--- src/rtl/divider_unit.sv ---
// Sequential radix-2 restoring divider, one quotient bit per clock, with RISC-V M-extension
// handling of signed operands, divide-by-zero and signed overflow.
module divider_unit #(
  parameter int unsigned WIDTH = 32
) (
  input  logic             clk,
  input  logic             reset,
  input  logic             start,
  input  logic             is_signed,
  input  logic [WIDTH-1:0] a,
  input  logic [WIDTH-1:0] b,
  output logic             busy,
  output logic             done,
  output logic [WIDTH-1:0] quotient,
  output logic [WIDTH-1:0] remainder,
  output logic             div_by_zero
);

  localparam int unsigned CW = $clog2(WIDTH) + 1;
  localparam logic [CW-1:0] LastIter = CW'(WIDTH - 1);

  typedef enum logic [1:0] {StIdle, StRun, StFix, StDone} state_e;

  state_e           r_state;
  logic [CW-1:0]    r_cnt;
  logic [WIDTH-1:0] r_dq;
  logic [WIDTH-1:0] r_div;
  logic [WIDTH-1:0] r_rem;
  logic [WIDTH-1:0] r_a;
  logic             r_sq;
  logic             r_sr;
  logic             r_dbz;
  logic             r_busy;
  logic             r_done;
  logic [WIDTH-1:0] r_quot;
  logic [WIDTH-1:0] r_remo;
  logic             r_dbz_o;

  logic             w_a_neg;
  logic             w_b_neg;
  logic [WIDTH-1:0] w_abs_a;
  logic [WIDTH-1:0] w_abs_b;
  logic [WIDTH:0]   w_rem_sh;
  logic [WIDTH+1:0] w_trial;
  logic             w_ge;
  logic [WIDTH-1:0] w_dq_next;
  logic [WIDTH-1:0] w_rem_next;
  logic [WIDTH-1:0] w_quot_fix;
  logic [WIDTH-1:0] w_rem_fix;

  // Magnitude of the most negative value wraps to 2^(WIDTH-1), which is correct as unsigned.
  assign w_a_neg = is_signed & a[WIDTH-1];
  assign w_b_neg = is_signed & b[WIDTH-1];
  assign w_abs_a = w_a_neg ? (~a + WIDTH'(1)) : a;
  assign w_abs_b = w_b_neg ? (~b + WIDTH'(1)) : b;

  // Two guard bits so an unsigned divisor near 2^WIDTH still yields a valid sign bit.
  assign w_rem_sh   = {r_rem, r_dq[WIDTH-1]};
  assign w_trial    = {1'b0, w_rem_sh} - {2'b00, r_div};
  assign w_ge       = ~w_trial[WIDTH+1];
  assign w_dq_next  = {r_dq[WIDTH-2:0], w_ge};
  assign w_rem_next = w_ge ? w_trial[WIDTH-1:0] : w_rem_sh[WIDTH-1:0];

  assign w_quot_fix = r_sq ? (~r_dq + WIDTH'(1)) : r_dq;
  assign w_rem_fix  = r_sr ? (~r_rem + WIDTH'(1)) : r_rem;

  always_ff @(posedge clk or negedge reset) begin
    if (!reset) begin
      r_state <= StIdle;
      r_cnt   <= '0;
      r_dq    <= '0;
      r_div   <= '0;
      r_rem   <= '0;
      r_a     <= '0;
      r_sq    <= 1'b0;
      r_sr    <= 1'b0;
      r_dbz   <= 1'b0;
      r_busy  <= 1'b0;
      r_done  <= 1'b0;
      r_quot  <= '0;
      r_remo  <= '0;
      r_dbz_o <= 1'b0;
    end else begin
      unique case (r_state)
        StIdle: begin
          if (start) begin
            r_sq    <= w_a_neg ^ w_b_neg;
            r_sr    <= w_a_neg;
            r_dq    <= w_abs_a;
            r_div   <= w_abs_b;
            r_rem   <= '0;
            r_cnt   <= '0;
            r_a     <= a;
            r_dbz   <= (b == '0);
            r_busy  <= 1'b1;
            // Divide-by-zero skips the iterations; FIX then publishes the fixed result.
            r_state <= (b == '0) ? StFix : StRun;
          end
        end
        StRun: begin
          r_dq  <= w_dq_next;
          r_rem <= w_rem_next;
          r_cnt <= r_cnt + CW'(1);
          if (r_cnt == LastIter) r_state <= StFix;
        end
        StFix: begin
          r_quot  <= r_dbz ? '1 : w_quot_fix;
          r_remo  <= r_dbz ? r_a : w_rem_fix;
          r_dbz_o <= r_dbz;
          r_busy  <= 1'b0;
          r_done  <= 1'b1;
          r_state <= StDone;
        end
        StDone: begin
          r_done  <= 1'b0;
          r_state <= StIdle;
        end
        default: r_state <= StIdle;
      endcase
    end
  end

  assign busy        = r_busy;
  assign done        = r_done;
  assign quotient    = r_quot;
  assign remainder   = r_remo;
  assign div_by_zero = r_dbz_o;

endmodule

--- config.mk ---
export PLATFORM = sky130hd
export DESIGN_NAME = divider_unit
export DESIGN_NICKNAME = d
export VERILOG_FILES = /design/src/rtl/divider_unit.sv
export SDC_FILE = /design/constraint.sdc
export NUM_CORES = 1
export LEC_CHECK = 0
export CAP_MARGIN = 20
export CELL_PAD_IN_SITES_DETAIL_PLACEMENT = 0
export CELL_PAD_IN_SITES_GLOBAL_PLACEMENT = 1
export CORE_MARGIN = 10
export CORE_UTILIZATION = 40
export CTS_BUF_LIST = sky130_fd_sc_hd__clkbuf_8 sky130_fd_sc_hd__clkbuf_16
export DETAILED_ROUTE_END_ITERATION = 10
export PLACE_DENSITY_LB_ADDON = 0.1
export SLEW_MARGIN = 20
export SYNTH_ARGS = -nofsm -noshare
export SYNTH_HDL_FRONTEND = slang
export SYNTH_SLANG_ARGS = --single-unit
export TNS_END_PERCENT = 30
--- constraint.sdc ---
create_clock -name clk -period 3.1 [get_ports clk]
set_clock_uncertainty 0.05 [all_clocks]
set_input_delay 0.465 -clock clk [delete_from_list [all_inputs] [get_ports clk]]
set_output_delay 0.465 -clock clk [all_outputs]
set_load 0.05 [all_outputs]
# Yosys cells after proc, flatten, opt, wreduce, memory -nomap -nowiden
# Cells that the tools add are included.
dict set report totals {
  in_bits 68
  mem_bits_rw 0
  mem_count 0
  latchBits 0
  ff_bits 206
  romBits 0
  wordCells 63
}
dict set report op_classes {
  magnitude_cmp 0
  n_shift 0
  bitwise_logic 8
  addsub 6
  div 0
  n_mul 0
  reduce_logical 9
  n_eq_ne 6
  n_mux 20
}
# cell n
set op_table {}
lappend op_table {{two-way mux 32 bit} 9}
lappend op_table {{adder 32 x 1 -> 32 bit (second input constant)} 4}
lappend op_table {{NOT 32 bit} 4}
lappend op_table {{case mux 32 bit (2 select lines)} 2}
lappend op_table {{subtractor 33 x 32 -> 34 bit} 1}
lappend op_table {{zero test 32 bit} 1}
lappend op_table {{case mux 6 bit (2 select lines)} 1}
lappend op_table {{case mux 2 bit (4 select lines)} 1}
lappend op_table {{AND reduction 2 bit} 4}
lappend op_table {{adder 6 x 1 -> 6 bit (second input constant)} 1}
lappend op_table {{equality test 6 x 5 -> 1 bit (second input constant)} 1}
lappend op_table {{two-way mux 2 bit} 3}
lappend op_table {{two-way mux 6 bit} 1}
lappend op_table {{nonzero test 2 bit} 3}
lappend op_table {{equality test 2 bit (second input constant)} 2}
lappend op_table {{inequality test 2 bit (second input constant)} 2}
lappend op_table {{case mux 1 bit (2 select lines)} 2}
lappend op_table {{bitwise AND 1 bit} 2}
lappend op_table {{equality test 2 x 1 -> 1 bit (second input constant)} 1}
lappend op_table {{zero test 2 bit} 1}
lappend op_table {{two-way mux 1 bit} 1}
lappend op_table {{NOT 1 bit} 1}
lappend op_table {{XOR 1 bit} 1}

# Logic depth before layout (Yosys ltp)
# Gate-level depths: netlist (run 1).
dict set report logic_depth {
  word_depth 5
  depth_mapped 13
  mapped_depth_nobuf 12
}

# Worst setup path before layout (run 1)
# No wires, ideal clock.
dict set report synth_timing {
  path_type {flip-flop to flip-flop}
  startpoint {reg r_rem[15]}
  endpoint {reg r_rem[11]}
  arrival_ns 2.731
  setup_time_ns 0.134
  path_buffers 2
  setup_slack_ns 0.186
  period_less_slack_ns 2.914
  t_required_ns 2.916
  path_stages_with_launch 12
  path_cell_list {dfrtp_1 ha_1 clkbuf_1 a21o_1 a31oi_1 or4b_1 or2_2 a21boi_2 o21bai_1 buf_2 mux2i_1 o21ai_0}
}
dict set report synth_between {
  elab_chain_len 3
}
# element line
set synth_lines {}
lappend synth_lines {{start: declaration} 28} ;# logic [WIDTH-1:0] r_rem;
lappend synth_lines {{start signal: assignment} 102} ;# r_rem <= w_rem_next;
lappend synth_lines {{subtractor 33 x 32 -> 34 bit} 59} ;# assign w_trial = {1'b0, w_rem_sh} - {2'b00, r_div};
lappend synth_lines {{two-way mux 32 bit} 62} ;# assign w_rem_next = w_ge ? w_trial[WIDTH-1:0] : w_rem_sh[WIDTH-1:0];
lappend synth_lines {{case mux 32 bit (2 select lines)} 84} ;# unique case (r_state)
# No other way between the ends.
# A chain may end at the register's enable or synchronous reset.

# Worst setup path in the final report (run 1)
dict set report layout_timing {
  startpoint {reg r_rem[13]}
  endpoint {reg r_remo[28] (netlist: remainder[28])}
}
dict set report layout_between {
  elab_chain_len 4
}
# element line
set layout_lines {}
lappend layout_lines {{NOT 32 bit} 65} ;# assign w_rem_fix = r_sr ? (~r_rem + WIDTH'(1)) : r_rem;
lappend layout_lines {{adder 32 x 1 -> 32 bit} 65}
lappend layout_lines {{two-way mux 32 bit} 65}
lappend layout_lines {{two-way mux 32 bit} 108} ;# r_remo <= r_dbz ? r_a : w_rem_fix;
lappend layout_lines {{end signal: assignment} 108}
lappend layout_lines {{end: declaration} 36} ;# logic [WIDTH-1:0] r_remo;
# No other way between the ends.

==> metrics.txt, run 1 <==
outcome=finished clean; clock slew seen by the registers of the worst setup and hold paths=0.06 ns; multiplexer fraction of the synthesized cell area=6.467%; met3 routed WL=1624 um; arrival time worst endpoint=3.35 ns; cell breakdown of the critical path=or4_1 -> buf_4 -> or4_1 -> nand2b_1 -> buf_4 -> o31ai_2 -> xor2_1 -> o21ai_0 -> mux2_2; initial antenna violation count=1; vias per std cell=5.362; final setup vio count=0; instance count of the mapped netlist=1,415; Synth Area in Compound Gates=20.69%; Die Y=198.5 um; Seq cells post-synth=206; pre-CTS setup slack=-0.3287 ns; horizontal extent of the die=198.5 um; count of endpoints failing hold in the final timing report=0; least setup slack across all paths after layout=0.1228 ns; standard-cell row count=65; startpoint kind of the worst setup timing path=register; maximum number of pins on one net before global-route repair=68; maximum achievable frequency=335.9 MHz; count of buffering cells on the critical path with inverters included=2; Final Critical Period=2.977 ns; most numerous cell types in the synthesized netlist=dfrtp_1 (206), o21ai_0 (185), nand2_1 (182), a21oi_1 (97), nor2_1 (77); worst-case clock buffer depth=3; count of routing violations after the opening detailed-route iteration=812; Switch Pwr=9.101 mW; detailed-route wire length=38,740 um; master of the slowest instance on the critical path=or4_1; number of H-tree levels=1; Slew Limit Fails=0; effective utilization at floorplan=40.51%; predominant post-synthesis flop cell=dfrtp_1; largest voltage drop on the vdd net=0.5598 mV; via count of the first global-routing pass=11.12k; ratio of final minimum period to clock period=96.04%; share of layout cells above drive strength 1=17.89%; Hold/Removal Path Class=in2async; CORE AREA=0.03147 mm2; net switching fraction of the power=44.51%; worst stage delay on the critical path=0.56 ns; met2 routed wirelength=18,250 um; transition time at the pin with the least slew margin=0.6278 ns; grt total ovfl=0; count of boundary I/O pins=135; top cells by area in the synthesized netlist=dfrtp_1 (40%), o21ai_0 (7.3%), nand2_1 (5.4%); fraction of synthesized cell area in xor and xnor cells=9.892%; top metal layer carrying routed signals=met4; global-route wire length before repair=61,710 um; Power Density=1232 mW/mm2; Setup Crit Path Kind=reg2reg; Final nets=1,761; drt wl/cell=18.68 um; CP Capture Type=register; largest delay contributor family on the critical path=simple AND/OR/NAND/NOR gates; Synth Area in Adders=4.181%; relative contribution of the clock network to total power=17.2%; total track usage=19.54%; number of fillers in the final layout=3,014; area used by multi-input combinational logic=0.007234 mm2; maximum net fanout on the critical path=4; net count of the mapped netlist=1,525; routed metal-1 wirelength=17,870 um; per-instance average area after synthesis=9.010 um2; proportion of synthesized flip-flops having asynchronous set or reset=100.0%; master cell of the clock root buffer=clkbuf_16; RSZ-0062 raised after global routing=true; final total power=20.44 mW; Final HPWL DP=30,120 um; number of enable-type register cells in the synthesized netlist=0; final RePlAce weighted congestion=0.9208; power share of the combinational group=58.2%; antenna-violating nets left=0; number of buffers inserted by port buffering=134; clock latency on the worst-skew pair=0.54 ns; cell type with the highest aggregate area in the netlist=dfrtp_1; combinational family with the most area after synthesis=compound AO/OA/AOI/OAI gates; part of the Yosys area used for sequential elements=40.43%; synthesized-area fraction occupied by and/or/nand/nor cells=14.66%; cell area after synthesis=0.01275 mm2; DRC violation count after routing=0; Required @ worst endpoint=3.47 ns; number of distinct standard cells referenced by the synthesized netlist=56; area overhead of the layout relative to synthesis=30.12%; static leakage power=7.078 nW; number of iterations in the first detailed-routing pass=5; Register Area=0.005164 mm2; max-cap violation count=0; Internal Pwr Total=11.34 mW; Die ar.=0.03942 mm2; count of synthesis-stage warnings from yosys=0; sequential share of power=24.6%; Clock Sinks=206; total clock buffers created by CTS=26; TritonCTS clock tree=yes; share of Yosys cell area claimed by the top area cell type=40.43%; most repeated cell in the gate-level netlist after synthesis=dfrtp_1; routed vias=11.12k; Rel. slew slack=58.15%
-- metal layers --
layer	track usage (%)	vias to the layer above
met5	0	-
li1	-	5530
met3	2.754	50
met4	5.623	0
met1	25.81	5321
met2	32.62	219
-- cells by family (layout without fill, tap and decap cells) --
logic type      count (synthesis)  after routing
simple gates                  394            394
mux                            75             75
flops                         206            206
buf+inv                       124            380
compound gates                430            430
other cells                     0              1
fa+ha+maj                      42             42
xor+xnor                      144            144
-- per-stage QoR --
step	setup TNS [ns]	util, %	instance area, um2	instances	hold WS (ns)
floorplan	0	-	12750	1415	0.1194
global placement	-2.499	49.12	15460	2022	0.4152
detailed placement	-3.975	49.12	15460	2022	0.4216
CTS	0	52.39	16490	2071	0.4350
global route	-0.04883	52.71	16590	2074	0.4516
finish	0	52.71	16590	2074	0.4284
-- area by class of cell --
| type | instances | area share (%) |
|---|---|---|
| multi-input cells | 1085 | 43.61 |
| flip-flops and latches | 206 | 31.13 |
| repair buffers | 282 | 15.05 |
| clock buffers | 30 | 4.254 |
| well taps | 402 | 3.032 |
| clock inverters | 18 | 1.787 |
| inverters | 50 | 1.131 |
| diodes | 1 | 0.01508 |
-- power by group through the flow --
stage	clock network, mW	registers [mW]	logic [mW]
global route	3.68	5.20	13.1
CTS	3.57	5.02	11.8
global placement	0	5.01	11.7
floorplan	0	6.16	6.45
detailed placement	0	5.06	11.7
finish	3.51	5.03	11.9
-- flip-flops by register name, summed over array words and instances (netlist names), 2 cells and up --
signal     count
r_cnt          6
r_state        2
r_dq          32
quotient      32
r_a           32
r_div         32
remainder     32
r_rem         32
-- placed cells by master (no fill, tap or decap), types with 5 or more instances in the layout --
master           netlist  routed
o21ai_0              185     181
mux2_2                59      59
o21ai_1               10      14
inv_1                 49      55
nor3_1                12      12
nor4_1                10       9
clkdlybuf4s50_1        0     133
xnor2_1               72      72
nand4_1               11      11
o31ai_1               22      20
mux2i_1               16      16
and3_1                 8       8
clkbuf_16              0      26
nand3_1               11      11
a31oi_1                7       6
buf_4                  0     144
a21o_1                14      14
nand2_1              182     181
a21oi_1               97      94
o41ai_2                3       5
or4_1                 15      15
or3_1                 18      18
nor2b_1                8       8
xor2_1                72      72
and2_1                 9       9
bufinv_16              0       8
clkbuf_8               0       5
nor3_2                 5       5
nor2_1                77      77
nand2b_1              14      14
a32oi_1               12      12
o22a_1                31      31
ha_1                  41      37
dfrtp_2                0       7
o41ai_1               16      14
dfrtp_1              206     199
-- what timing repair did --
item / CTS / global route
hold endpoints to repair: 64 / 0
resized for setup: 2 / 23
setup buffers: 0 / 2
pin swaps: 0 / 3
cloned: 0 / 0
hold buffers: 1 / 0
endpoints found under the setup margin: 16 / 40
-- worst paths after layout --
path / from / to / depth (start not counted) / slack (ns)
worst min register to register: r_div[14] / r_div[14] / 2 / 0.43
min in group clk: r_div[14] / r_div[14] / 2 / 0.43
max in group asynchronous: reset / r_rem[5] / 3 / 1.51
worst min-delay path: reset / quotient[0] / 2 / 0.43
worst max register to register: r_rem[13] / remainder[28] / 9 / 0.12
worst max-delay path: r_rem[13] / remainder[28] / 9 / 0.12
Power figures use the tool's default switching activity.
==> inputs of run 2 (changes only) <==
- CORE_UTILIZATION: 40 -> 48
- clock period: 3.1 -> 3.7 ns (I/O delays scaled with it)
==> metrics.txt, run 2 (synthesis results as in run 1) <==
share of layout cells above drive strength 1=10.28% (-7.6 points); number of buffers inserted by port buffering=134 (unchanged); top library cells by usage in the layout, fill and taps aside=dfrtp_1 (205), o21ai_0 (185), nand2_1 (181), clkdlybuf4s50_1 (133), a21oi_1 (97); Clock Sinks=206 (unchanged); final RePlAce weighted congestion=0.9097 (-1.2%); static leakage power=6.404 nW (-9.5%); number of antenna diodes=0 (-1); total clock buffers created by CTS=24 (-7.7%); detailed-route wire length=34,270 um (-12%); Die Y=183.0 um (-7.8%); sequential share of power=27.5% (+2.9 points); final-layout setup total negative slack=0 ns (unchanged); worst-case clock buffer depth=3 (unchanged); clock latency on the worst-skew pair=0.52 ns (-0.02 ns); leading cell type in the layout, fill and taps excluded=dfrtp_1; Rel. slew slack=43.90% (-14 points); transition time at the pin with the least slew margin=0.8415 ns (+0.2137 ns); worst hold slack=0.05549 ns (-0.3729 ns); standard-cell row count=59 (-9.2%); TritonCTS clock tree=yes; global-route wire length before repair=55,880 um (-9.5%); routed vias=10.47k (-5.8%); Internal Pwr Total=8.386 mW (-26%); final total power=15.50 mW (-24%); Power Density=1013 mW/mm2 (-18%); area overhead of the layout relative to synthesis=20.07%; final setup vio count=0 (unchanged); Hold/Removal Path Class=in2async; RSZ-0062 raised after global routing=false; clock slew seen by the registers of the worst setup and hold paths=0.06 ns (about the same); initial antenna violation count=0 (-1); maximum number of pins on one net before global-route repair=86 (+26%); outcome=finished clean; post-cts repair resize count=0 (-2); Final nets=1,642 (-6.8%); effective utilization at floorplan=48.79% (+8.3 points); CORE AREA=0.02613 mm2 (-17%); master cell of the clock root buffer=clkbuf_16; critical register-to-register path startpoint=r_rem[10]; number of H-tree levels=1 (unchanged); start point of the critical path=r_rem[10]; maximum net fanout on the critical path=6 (+2); DRC violation count after routing=0 (unchanged); Final Critical Period=3.209 ns (+0.2319 ns); Final HPWL DP=26,310 um (-13%); maximum achievable frequency=311.6 MHz (-7.2%); Switch Pwr=7.116 mW (-22%); startpoint kind of the worst setup timing path=register; Required @ worst endpoint=4.01 ns (+0.54 ns); antenna-violating nets left=0 (unchanged); grt total ovfl=0 (unchanged); ratio of final minimum period to clock period=86.73% (-9.3 points); relative contribution of the clock network to total power=15.1% (-2.1 points); CP Capture Type=register; count of boundary I/O pins=135 (unchanged); vias per std cell=5.565 (+3.8%); arrival time worst endpoint=3.52 ns (+0.17 ns); post-CTS setup repair buffer count=0 (unchanged); power share of the combinational group=57.4% (-0.8 points); number of fillers in the final layout=2,366 (-21%); max-cap violation count=0 (unchanged); net switching fraction of the power=45.91% (+1.4 points); via count of the first global-routing pass=10.47k (-5.9%); drt wl/cell=18.21 um (-2.5%); Slew Limit Fails=0 (unchanged); Die ar.=0.03348 mm2 (-15%); count of routing violations after the opening detailed-route iteration=646 (-20%); number of iterations in the first detailed-routing pass=5 (unchanged); total track usage=20.29% (+0.75 points); largest voltage drop on the vdd net=0.3760 mV (-33%); horizontal extent of the die=183.0 um (-7.8%); count of endpoints failing hold in the final timing report=0 (unchanged); number of hold buffers added after cts=0 (-1); Setup Crit Path Kind=reg2reg
run 2: worst paths after layout:
check | to | slack, ns | depth (start not counted)
worst max-delay path | remainder[30] | 0.49 | 9
worst min-delay path | quotient[28] | 0.06 | 1
worst max register to register | remainder[30] | 0.49 | 9
worst min register to register | r_div[18] | 0.43 | 2
max in group asynchronous | r_div[19] | 2.61 | 2
min in group clk | r_div[18] | 0.43 | 2
run 2: layer usage:
layer / track usage [%] / wire (um) / vias up
met5: 0 / 0 / -
met1: 26.26 / 15580 / 4970
met4: 6.033 / 877 / 0
met3: 2.016 / 1218 / 42
met2: 35.17 / 16590 / 187
li1: - / - / 5274
run 2: stage by stage:
step,setup WS (ns),std cells,cell area (um2),util (%)
global route,0.2417,1882,15310,58.58
finish,0.4909,1882,15310,58.58
floorplan,0.7856,1415,12750,-
detailed placement,0.1432,1841,14520,55.57
CTS,0.4578,1882,15310,58.58
global placement,0.2184,1841,14520,55.57
run 2: worst max-delay path, stage by stage, from the launching register on:
cell and delay (ns):
dfrtp_1 0.48, nor4_1 0.40, nand4_1 0.24, or4_1 0.64, nand2b_1 0.21, o21ai_0 0.22, xor2_1 0.49, nor2_1 0.10
a21oi_1 0.14, a21oi_1 0.08
run 2: cell type report:
| cell class | instances | area, um2 | share of cell area (%) |
|---|---|---|---|
| Clock buffer | 29 | 669.4 | 4.373 |
| Sequential cell | 206 | 5156 | 33.68 |
| Timing Repair Buffer | 165 | 1615 | 10.55 |
| Clock inverter | 12 | 117.6 | 0.7683 |
| Inverter | 50 | 187.7 | 1.226 |
| Multi-Input combinational cell | 1085 | 7143 | 46.66 |
| Tap cell | 335 | 419.2 | 2.738 |
run 2: power groups by stage:
stage                     sequential [mW]  clock [mW]  combinational (mW)
after floorplan                      5.16           0                5.40
after global placement               4.25           0                8.89
after detailed placement             4.29           0                8.96
after CTS                            4.26        2.40                9.00
after global routing                 4.42        2.50                9.88
final                                4.26        2.35                8.89
==> inputs of run 3 (changes only) <==
- TNS_END_PERCENT: 30 -> 10
==> results of run 3 <==
Final layout, timing and power as in run 2 (identical DEF).
